`src/rtl/seven_seg_ext_if.sv`:
```
// Display-side bus of seven_seg_ext: scan control and per-digit inputs from the
// datapath, registered anode/segment/decimal-point pins back to the board.
interface seven_seg_ext_if #(
    parameter int AN_COUNT     = 8,
    parameter int DIGIT_SIZE   = 4,
    parameter int CATH_COUNT   = 7,
    parameter int BRIGHT_WIDTH = 3,
    parameter int IDX_WIDTH    = (AN_COUNT > 1) ? $clog2(AN_COUNT) : 1
);
    logic                             CE;
    logic [AN_COUNT*DIGIT_SIZE-1:0]   NUMBER;
    logic [AN_COUNT-1:0]              AN_MASK;
    logic [AN_COUNT-1:0]              DP_IN;
    logic [AN_COUNT-1:0]              BLINK_MASK;
    logic                             LZ_EN;
    logic [BRIGHT_WIDTH-1:0]          BRIGHT;
    logic [AN_COUNT-1:0]              AN;
    logic [CATH_COUNT-1:0]            CATH;
    logic                             DP;
    logic [IDX_WIDTH-1:0]             DIGIT_IDX;

    modport master (
        output CE, NUMBER, AN_MASK, DP_IN, BLINK_MASK, LZ_EN, BRIGHT,
        input  AN, CATH, DP, DIGIT_IDX
    );

    modport slave (
        input  CE, NUMBER, AN_MASK, DP_IN, BLINK_MASK, LZ_EN, BRIGHT,
        output AN, CATH, DP, DIGIT_IDX
    );
endinterface

```
`src/rtl/seven_seg_ext.sv`:
```
// Multiplexed common-anode seven-segment driver with refresh prescaler, PWM
// brightness, per-digit blink/decimal point and leading-zero suppression.
module seven_seg_ext #(
    parameter int AN_COUNT     = 8,
    parameter int DIGIT_SIZE   = 4,
    parameter int CATH_COUNT   = 7,
    parameter int PRESCALE     = 1,
    parameter int BRIGHT_WIDTH = 3,
    parameter int BLINK_WIDTH  = 4
) (
    input  logic          clk,
    input  logic          RESET_N,
    seven_seg_ext_if.slave bus
);
    localparam int IDX_W = $clog2(AN_COUNT);
    localparam int PS_W  = (PRESCALE > 1) ? $clog2(PRESCALE) : 1;
    localparam logic [IDX_W-1:0] LAST_IDX = IDX_W'(AN_COUNT - 1);
    localparam logic [PS_W-1:0]  LAST_PS  = PS_W'(PRESCALE - 1);

    // Active-low hex font, bit order {g,f,e,d,c,b,a}
    function automatic logic [6:0] seg_decode(input logic [3:0] digit);
        logic [6:0] code;
        case (digit)
            4'h0:    code = 7'b1000000;
            4'h1:    code = 7'b1111001;
            4'h2:    code = 7'b0100100;
            4'h3:    code = 7'b0110000;
            4'h4:    code = 7'b0011001;
            4'h5:    code = 7'b0010010;
            4'h6:    code = 7'b0000010;
            4'h7:    code = 7'b1111000;
            4'h8:    code = 7'b0000000;
            4'h9:    code = 7'b0010000;
            4'hA:    code = 7'b0001000;
            4'hB:    code = 7'b0000011;
            4'hC:    code = 7'b1000110;
            4'hD:    code = 7'b0100001;
            4'hE:    code = 7'b0000110;
            4'hF:    code = 7'b0001110;
            default: code = 7'b1111111;
        endcase
        return code;
    endfunction

    logic [IDX_W-1:0]        digit_idx_r;
    logic [PS_W-1:0]         prescale_cnt_r;
    logic [BRIGHT_WIDTH-1:0] pwm_cnt_r;
    logic [BLINK_WIDTH-1:0]  blink_cnt_r;
    logic [AN_COUNT-1:0]     an_r;
    logic [CATH_COUNT-1:0]   cath_r;
    logic                    dp_r;
    logic [IDX_W-1:0]        digit_idx_out_r;

    logic [DIGIT_SIZE-1:0]   digit_val_s;
    logic                    upper_zero_s;
    logic                    lz_blank_s;
    logic                    pwm_on_s;
    logic                    blink_off_s;
    logic                    digit_en_s;
    logic [AN_COUNT-1:0]     an_s;
    logic [CATH_COUNT-1:0]   cath_s;
    logic                    dp_s;
    logic [IDX_W-1:0]        digit_idx_next_s;
    logic [PS_W-1:0]         prescale_cnt_next_s;

    // Select the current digit and decide whether leading-zero suppression blanks it
    always_comb begin
        digit_val_s  = {DIGIT_SIZE{1'b0}};
        upper_zero_s = 1'b1;
        lz_blank_s   = 1'b0;
        // Walk from the most significant digit down so upper_zero_s covers digits top..i
        for (int i = AN_COUNT - 1; i >= 0; i--) begin
            upper_zero_s = upper_zero_s & (bus.NUMBER[i*DIGIT_SIZE +: DIGIT_SIZE] == {DIGIT_SIZE{1'b0}});
            digit_val_s  = (digit_idx_r == IDX_W'(i)) ? bus.NUMBER[i*DIGIT_SIZE +: DIGIT_SIZE] : digit_val_s;
            lz_blank_s   = (digit_idx_r == IDX_W'(i)) ? (bus.LZ_EN & upper_zero_s & (i != 0)) : lz_blank_s;
        end
    end

    // Enable decision and the output word to load for the current digit
    always_comb begin
        pwm_on_s    = (pwm_cnt_r <= bus.BRIGHT);
        blink_off_s = bus.BLINK_MASK[digit_idx_r] & blink_cnt_r[BLINK_WIDTH-1];
        digit_en_s  = ~bus.AN_MASK[digit_idx_r] & pwm_on_s & ~blink_off_s & ~lz_blank_s;
        if (digit_en_s) begin
            an_s   = ~({{(AN_COUNT-1){1'b0}}, 1'b1} << digit_idx_r);
            cath_s = seg_decode(digit_val_s);
            dp_s   = ~bus.DP_IN[digit_idx_r];
        end else begin
            an_s   = {AN_COUNT{1'b1}};
            cath_s = {CATH_COUNT{1'b1}};
            dp_s   = 1'b1;
        end
    end

    // Slot timing: hold each digit for PRESCALE enabled cycles, then advance with wrap
    always_comb begin
        if (prescale_cnt_r == LAST_PS) begin
            prescale_cnt_next_s = {PS_W{1'b0}};
            if (digit_idx_r == LAST_IDX) begin
                digit_idx_next_s = {IDX_W{1'b0}};
            end else begin
                digit_idx_next_s = digit_idx_r + IDX_W'(1);
            end
        end else begin
            prescale_cnt_next_s = prescale_cnt_r + PS_W'(1);
            digit_idx_next_s    = digit_idx_r;
        end
    end

    // Scan state and registered pins; reset wins over CE, CE low freezes everything
    always_ff @(posedge clk) begin
        if (!RESET_N) begin
            digit_idx_r     <= {IDX_W{1'b0}};
            prescale_cnt_r  <= {PS_W{1'b0}};
            pwm_cnt_r       <= {BRIGHT_WIDTH{1'b0}};
            blink_cnt_r     <= {BLINK_WIDTH{1'b0}};
            an_r            <= {AN_COUNT{1'b1}};
            cath_r          <= {CATH_COUNT{1'b1}};
            dp_r            <= 1'b1;
            digit_idx_out_r <= {IDX_W{1'b0}};
        end else if (bus.CE) begin
            digit_idx_r     <= digit_idx_next_s;
            prescale_cnt_r  <= prescale_cnt_next_s;
            pwm_cnt_r       <= pwm_cnt_r + BRIGHT_WIDTH'(1);
            blink_cnt_r     <= blink_cnt_r + BLINK_WIDTH'(1);
            an_r            <= an_s;
            cath_r          <= cath_s;
            dp_r            <= dp_s;
            digit_idx_out_r <= digit_idx_r;
        end
    end

    assign bus.AN        = an_r;
    assign bus.CATH      = cath_r;
    assign bus.DP        = dp_r;
    assign bus.DIGIT_IDX = digit_idx_out_r;
endmodule
```
`src/flat_wrapper.sv`:
```
// flat-port wrapper written by rule: the top's interface ports become plain ports
module seven_seg_ext_flat 
#(
    parameter int AN_COUNT     = 8,
    parameter int DIGIT_SIZE   = 4,
    parameter int CATH_COUNT   = 7,
    parameter int PRESCALE     = 1,
    parameter int BRIGHT_WIDTH = 3,
    parameter int BLINK_WIDTH  = 4
)
  (clk, RESET_N, bus_CE, bus_NUMBER, bus_AN_MASK, bus_DP_IN, bus_BLINK_MASK, bus_LZ_EN, bus_BRIGHT, bus_AN, bus_CATH, bus_DP, bus_DIGIT_IDX);
  seven_seg_ext_if #(.AN_COUNT(AN_COUNT), .DIGIT_SIZE(DIGIT_SIZE), .CATH_COUNT(CATH_COUNT), .BRIGHT_WIDTH(BRIGHT_WIDTH)) bus_i ();
  input  logic clk;
  input  logic RESET_N;
  input wire logic [$bits(bus_i.CE)-1:0] bus_CE;
  input wire logic [$bits(bus_i.NUMBER)-1:0] bus_NUMBER;
  input wire logic [$bits(bus_i.AN_MASK)-1:0] bus_AN_MASK;
  input wire logic [$bits(bus_i.DP_IN)-1:0] bus_DP_IN;
  input wire logic [$bits(bus_i.BLINK_MASK)-1:0] bus_BLINK_MASK;
  input wire logic [$bits(bus_i.LZ_EN)-1:0] bus_LZ_EN;
  input wire logic [$bits(bus_i.BRIGHT)-1:0] bus_BRIGHT;
  output wire logic [$bits(bus_i.AN)-1:0] bus_AN;
  output wire logic [$bits(bus_i.CATH)-1:0] bus_CATH;
  output wire logic [$bits(bus_i.DP)-1:0] bus_DP;
  output wire logic [$bits(bus_i.DIGIT_IDX)-1:0] bus_DIGIT_IDX;
  assign bus_i.CE = bus_CE;
  assign bus_i.NUMBER = bus_NUMBER;
  assign bus_i.AN_MASK = bus_AN_MASK;
  assign bus_i.DP_IN = bus_DP_IN;
  assign bus_i.BLINK_MASK = bus_BLINK_MASK;
  assign bus_i.LZ_EN = bus_LZ_EN;
  assign bus_i.BRIGHT = bus_BRIGHT;
  assign bus_AN = bus_i.AN;
  assign bus_CATH = bus_i.CATH;
  assign bus_DP = bus_i.DP;
  assign bus_DIGIT_IDX = bus_i.DIGIT_IDX;
  seven_seg_ext #(.AN_COUNT(AN_COUNT), .DIGIT_SIZE(DIGIT_SIZE), .CATH_COUNT(CATH_COUNT), .PRESCALE(PRESCALE), .BRIGHT_WIDTH(BRIGHT_WIDTH), .BLINK_WIDTH(BLINK_WIDTH)) u_core (.clk(clk), .RESET_N(RESET_N), .bus(bus_i));
endmodule
```
`config.mk`:
```
export PLATFORM = sky130hd
export DESIGN_NAME = seven_seg_ext_flat
export DESIGN_NICKNAME = d
export VERILOG_FILES = /design/src/rtl/seven_seg_ext_if.sv /design/src/rtl/seven_seg_ext.sv /design/src/flat_wrapper.sv
export SDC_FILE = /design/constraint.sdc
export NUM_CORES = 1
export LEC_CHECK = 0
export ABC_AREA = 1
export CELL_PAD_IN_SITES_DETAIL_PLACEMENT = 1
export CELL_PAD_IN_SITES_GLOBAL_PLACEMENT = 2
export CORE_MARGIN = 5
export CORE_UTILIZATION = 23
export DETAILED_ROUTE_END_ITERATION = 10
export GPL_TIMING_DRIVEN = 0
export PLACE_DENSITY = 0.91
export SETUP_SLACK_MARGIN = 0.2
export SYNTH_ARGS = -nofsm -noshare
export SYNTH_HDL_FRONTEND = slang
export SYNTH_SLANG_ARGS = --single-unit
```
`constraint.sdc`:
```
create_clock -name clk -period 3.1 [get_ports clk]
set_clock_uncertainty 0.1 [all_clocks]
set_input_delay 0.31 -clock clk [delete_from_list [all_inputs] [get_ports clk]]
set_output_delay 0.31 -clock clk [all_outputs]
set_load 0.05 [all_outputs]
```
==> results.md, run 1 <==
* # setup viols final at 0
* CTS Buf Count at 5
* Sequential share of the synthesized area at 25.0%
* Number of flops mapped to enable cells by yosys at 0
* Setup TNS at 0 ns
* CTS HTree Levels at 2
* Hold path cells at 3
* Worst-skew pair later-pin latency at 0.27 ns
* CP Data Arrival Time at 2.69 ns
* Gpl congestion at 0.765
* Synth Register Bits at 29
* Routed len/inst at roughly 14 um
* Initial Utilization at 23.6%
* Max cap viols at 0
* Post-synth top cells: nand2_1, inv_1, nand3_1
* Sink Count at 29
* Async S/R FF share, synth at 0%
* Final Slew Violations at 0
* DRT Wirelength at 8310 um
* Global Route Usage Sum at 13.5%
* RSZ-0062 raised after global routing: false
* Critical path class: register to register
* Vias after detailed routing at approximately 2700
* Fin crit share at ~85%
* Synth area leader: dfxtp_1
* Chip width at 110 um
* Main area contributors after synthesis: dfxtp_1, nand2_1, ha_1, nand3_1, a21oi_1
* Num rows at 36
* Vias in the first global route at 2884
* Share of layout cells above drive strength 1 at 7.96%
* I/O Pins at 82
* Status: finished clean
* Clock root cell: clkbuf_8
* Grt total ovfl at 0
* Post-CTS Setup Inserts at 0
* DRT antenna net count at 0
* Fin util at 34.7%
* Crit path max fanout at 11
* Post-CTS Hold Buffers at 0
* Core area at 9820 um2
* Worst EP required at 3.17 ns
* Worst setup EP type: register
* Worst vdd ir at 0.000145 V
* Slew HR at 61.5%
* DR pass1 iterations at 4
* Worst Max-Slew Pin Slew at 0.577 ns
* Total power at between 0.001 and 0.0015 W
* DP Wirelength at 6820 um
* Post-Place Cells at 591
* Initial DRC Count at 97
* Die height at 110 um
* DR DRC count at 0
* Leakage at 1.55 nW
* Final-stage net count at 545
* Clk slew on worst S/H paths at 0.06 ns
* Max Fclk at 381 MHz
* Final non-filler cell area at 3400 um2
* Synth top area share at 25.0%
* Final hold vios at 0
* Cells after Synth at 378
* R2R depth at 20
* Antenna cells at 0
* Synth Area per Inst at 6.14 um2
* Global-route wire length before repair at between 10000 and 15000 um
* Hold WC Path Type: primary input to register
* Pwr/cell area at between 300 and 400 nW/um2
* Layout Area Growth over Synthesis at 46.7%
* Pin count of the biggest net entering global routing at 12
* Most frequent cell after synthesis: nand2_1
* Fillers at between 1000 and 1500
* TritonCTS clock tree: done
* Crit start category: register
* Synth Flop Type: dfxtp_1
* Yosys warns at 0
* Number of port buffers at 80
* Initial antenna violation count at 0
* Vias per inst at roughly 4.6
* Mapped Nets at 458
* Die footprint at 12200 um2
* Distinct cells, synth at 30
* Post-Syn Area at 2320 um2
* Clk buf depth at 2
* Post-route insts no fill at 598
* Minimum clock period at approximately 2.6 ns
* Placed inst area at 3290 um2
## worst paths after layout
kind | start | endpoint | slack (ns)
worst max register to register | u_core.digit_idx_r[0] | u_core.bus.CATH[3] | 0.48
worst min-delay path | bus_CE | u_core.blink_cnt_r[2] | 0.33
worst max-delay path | u_core.digit_idx_r[0] | u_core.bus.CATH[3] | 0.48
worst min register to register | u_core.bus.DIGIT_IDX[0] | u_core.bus.DIGIT_IDX[0] | 0.37
## timing repair
item,in CTS,in global routing
setup endpoints to repair,2,7
pin swaps,0,1
cloned,0,0
gates resized for setup,2,9
## where the power goes
group	internal, W	switching [W]	leakage [nW]
Combinational	0.000222	0.000328	1.27
Clock	0.000176	0.000131	0.0443
Sequential	0.000401	0.0000224	0.241
Total	0.000798	0.000481	1.55
## cell type report
| class | instances | area, um2 | area share, % |
|---|---|---|---|
| sequential | 29 | 588 | 17.3 |
| multi-input combinational | 287 | 1510 | 44.2 |
| timing repair buffer | 80 | 801 | 23.5 |
| inverter | 50 | 190 | 5.59 |
| buffer | 12 | 66.3 | 1.95 |
| clock buffer | 7 | 86.3 | 2.54 |
| tap | 133 | 166 | 4.89 |
## cells by family (layout without fill, tap and decap cells)
group                      count (synthesis)  after routing  share of synthesized area [%]
and+or+nand+nor                          193            193                           35.8
AOI/OAI and AO/OA                         77             77                           19.0
buffers and inverters                     62            149                           10.9
DFF                                       29             29                           25.0
adders and majority gates                 17             17                           9.16
## worst max-delay path, cell delays in order, from the launching register on
cell and delay (ns):
dfxtp_4 0.39, inv_2 0.07, clkbuf_4 0.21, ha_1 0.25, nand2_2 0.13, inv_2 0.08
a21oi_1 0.12, nand2_1 0.07, nand2_1 0.06, nand2_1 0.05, nand2_1 0.07, nand2_1 0.06
nand2_1 0.07, nand2_2 0.10, ha_2 0.23, inv_1 0.07, nand3_1 0.09, nand3_1 0.10
nand3_1 0.08, nand2_1 0.07, nand2_1 0.04
## layer usage
layer	up-vias	wire [um]	track usage (%)
met3	8	272	2.46
met4	0	99	3.04
met1	1263	4000	17.0
li1	1407	-	-
met2	65	3940	23.8
met5	-	0	0
## sequential cells by signal (all words and copies together), names as in the netlist
register and flops:
u_core.bus.DIGIT_IDX 3, u_core.digit_idx_r 3, u_core.bus.AN 8, u_core.bus.CATH 7, u_core.bus.DP 1, u_core.blink_cnt_r 4
u_core.pwm_cnt_r 3
## metrics by stage
stage	setup WS [ns]	hold slack (ns)
floorplan	0.719	0.323
global placement	0.204	0.346
detailed placement	0.166	0.360
CTS	0.268	0.331
global route	0.204	0.383
finish	0.478	0.331
## placed cells by master, fill, tap and decap left out, types with 6 or more instances in the layout
| master | n |
|---|---|
| o211ai_1 | 8 |
| clkdlybuf4s50_1 | 80 |
| o21ai_0 | 26 |
| a21oi_1 | 35 |
| nand2_1 | 109 |
| dfxtp_1 | 27 |
| clkbuf_1 | 7 |
| clkbuf_8 | 6 |
| nor2_1 | 26 |
| nand3_1 | 39 |
| inv_1 | 43 |
| ha_1 | 15 |
| nand2_2 | 10 |
No activity file was read; power rests on OpenSTA's default activity.
==> run 2: changes to the inputs <==
--- a/config.mk
+++ b/config.mk
@@ -9,10 +9,10 @@
 export CELL_PAD_IN_SITES_DETAIL_PLACEMENT = 1
 export CELL_PAD_IN_SITES_GLOBAL_PLACEMENT = 2
 export CORE_MARGIN = 5
-export CORE_UTILIZATION = 23
+export CORE_UTILIZATION = 20
 export DETAILED_ROUTE_END_ITERATION = 10
 export GPL_TIMING_DRIVEN = 0
-export PLACE_DENSITY = 0.91
+export PLACE_DENSITY = 0.85
 export SETUP_SLACK_MARGIN = 0.2
 export SYNTH_ARGS = -nofsm -noshare
 export SYNTH_HDL_FRONTEND = slang
==> constraint.sdc (replaced) <==
create_clock -name clk -period 2.4 [get_ports clk]
set_clock_uncertainty 0.1 [all_clocks]
set_input_delay 0.24 -clock clk [delete_from_list [all_inputs] [get_ports clk]]
set_output_delay 0.24 -clock clk [all_outputs]
set_load 0.05 [all_outputs]
==> results.md, run 2 (synthesis results as in run 1) <==
* CP delay by family, top: simple AND/OR/NAND/NOR gates
* Max cap viols at 0 (unchanged)
* I/O Pins at 82 (unchanged)
* RSZ-0062 raised after global routing: true
* Final-stage net count at 565 (+3.7%)
* Die height at 118 um (+6.6%)
* Worst path max stage delay at 0.37 ns (-0.02 ns)
* Final hold vios at 0 (unchanged)
* Multi-input gate area at 1720 um2 (+14%)
* Met3 usage at 2.59% (+0.13 points)
* CTS Buf Count at 5 (unchanged)
* Cell mode on critical path: nand2_1
* Initial DRC Count at 118 (+22%)
* Leakage at 1.72 nW (+11%)
* TritonCTS clock tree: done
* Pin count of the biggest net entering global routing at 11 (-1)
* Worst setup EP type: register
* Core area at 11400 um2 (+16%)
* Grt total ovfl at 0 (unchanged)
* Chip width at 118 um (+6.6%)
* CP Buf/Inv Count at 4 (unchanged)
* Total power at 0.00203 W (+59%)
* # setup viols final at 0 (unchanged)
* Sink Count at 29 (unchanged)
* Most common cell after layout, fill and taps aside: nand2_1
* Crit start category: register
* DR DRC count at 0 (unchanged)
* Fillers at 1441 (+12%)
* Largest register FFs at 8 (unchanged)
* Die footprint at 13900 um2 (+14%)
* DRT antenna net count at 0 (unchanged)
* Worst EP required at 2.46 ns (-0.71 ns)
* Pwr/cell area at 525 nW/um2 (+40%)
* Most frequent cells in the layout: nand2_1, clkdlybuf4s50_1, inv_1, a21oi_1, nand3_1
* Clk buf depth at 2 (unchanged)
* Layout Area Growth over Synthesis at 66.8%
* Routed len/inst at 14.5 um (+4.3%)
* Status: finished clean
* CP Data Arrival Time at 2.41 ns (-0.28 ns)
* Clk slew on worst S/H paths at 0.05 ns (about the same)
* Vias in the first global route at 3047 (+5.7%)
* Antenna cells at 0 (unchanged)
* Number of port buffers at 80 (unchanged)
* Final Slew Violations at 0 (unchanged)
* Minimum clock period at 2.35 ns (-0.275 ns)
* DP Wirelength at 6940 um (+1.7%)
* Grt met2 use at 22.3% (-1.5 points)
* Fin crit share at 97.8% (+13 points)
* Initial antenna violation count at 0 (unchanged)
* DR pass1 iterations at 4 (unchanged)
* DRT Wirelength at 9110 um (+9.6%)
* Worst path cell trace: clkinvlp_4 -> ha_4 -> nand2_4 -> inv_4 -> a21oi_2 -> nand2_1 -> nand2_1 -> nand2_1 -> nand2_1 -> nand2_2 -> nand2_4 -> inv_6 -> ha_4 -> nand3_2 -> nand2_1 -> inv_1 -> nand2_1 -> nand2_1 -> nand2_1
* Worst-skew pair later-pin latency at 0.27 ns (about the same)
* Clock root cell: clkbuf_16
* GRT met1 Usage at 15.7% (-1.3 points)
* CTS HTree Levels at 2 (unchanged)
* Register area at 589 um2 (+0.21%)
* Slew HR at 62.5% (+0.98 points)
* Global Route Usage Sum at 12.6% (-0.89 points)
* Num rows at 39 (+8.3%)
* Vias per inst at 4.48 (-2.3%)
* Global-route wire length before repair at 14800 um (+6.0%)
* Vias after detailed routing at 2815 (+2.6%)
* Crit path max fanout at 5 (-6)
* Initial Utilization at 20.3% (-3.3 points)
* Hold WC Path Type: primary input to register
* Share of layout cells above drive strength 1 at 19.0% (+11 points)
* Crit-path slowest cell: dfxtp_4
* Gr busiest metal: met2
* Worst vdd ir at 0.000271 V (+87%)
* Max Fclk at 426 MHz (+12%)
* Critical path class: register to register
* Gpl congestion at 0.768 (+0.34%)
* Setup TNS at 0 ns (unchanged)
* Worst Max-Slew Pin Slew at 0.560 ns (-0.0165 ns)
run 2: final cells by class:
| class | count | share of cell area, % |
|---|---|---|
| clock buffer | 7 | 3.68 |
| multi-input combinational | 287 | 44.4 |
| sequential | 29 | 15.2 |
| timing repair buffer | 100 | 24.7 |
| buffer | 12 | 1.91 |
| inverter | 50 | 5.53 |
| tap | 143 | 4.62 |
run 2: tightest hold or removal path, delay by kind of cell:
family / cells / cell delay, ns
AND/OR/NAND/NOR: 1 / 0.13
AO/OA/AOI/OAI: 1 / 0.06
buffers and inverters: 1 / 0.19
run 2: stage by stage:
stage                     instances  worst slack, ns  hold slack (ns)  util (%)  cell area (um2)
after CTS                       625           0.0704            0.284      33.0             3770
after global routing            628          -0.0876            0.381      33.9             3870
final                           628           0.0529            0.304      33.9             3870
after detailed placement        601           -0.225            0.355      29.3             3350
after global placement          601           -0.177            0.354      29.3             3350
after floorplan                 378            0.225            0.314         -             2370
run 2: power breakdown:
group	internal [W]	leakage (nW)	switching [W]
combinational	0.000369	1.41	0.000505
clock	0.000406	0.0700	0.000208
sequential	0.000519	0.241	0.0000261
total	0.00129	1.72	0.000739
run 2: per-layer routing:
| metal | routed length [um] | vias to the layer above |
|---|---|---|
| li1 | - | 1445 |
| met1 | 4110 | 1303 |
| met2 | 4470 | 60 |
| met3 | 431 | 7 |
| met4 | 93 | 0 |
| met5 | 0 | - |
run 2: worst paths after layout:
check | start | to | slack [ns] | cells after the start
hold / removal | bus_CE | u_core.blink_cnt_r[2] | 0.30 | 3
setup / recovery | u_core.digit_idx_r[1] | u_core.bus.CATH[1] | 0.05 | 19
hold reg to reg | u_core.blink_cnt_r[3] | u_core.blink_cnt_r[3] | 0.35 | 1
setup reg to reg | u_core.digit_idx_r[1] | u_core.bus.CATH[1] | 0.05 | 19
run 2: what timing repair did:
| action | in CTS | in global routing |
|---|---|---|
| setup buffers | 17 | 3 |
| pin swaps | 18 | 21 |
| endpoints found under the hold margin | 0 | 0 |
| cloned | 0 | 0 |
| hold buffers | 0 | 0 |
| endpoints found under the setup margin | 15 | 15 |
| resized for setup | 36 | 19 |
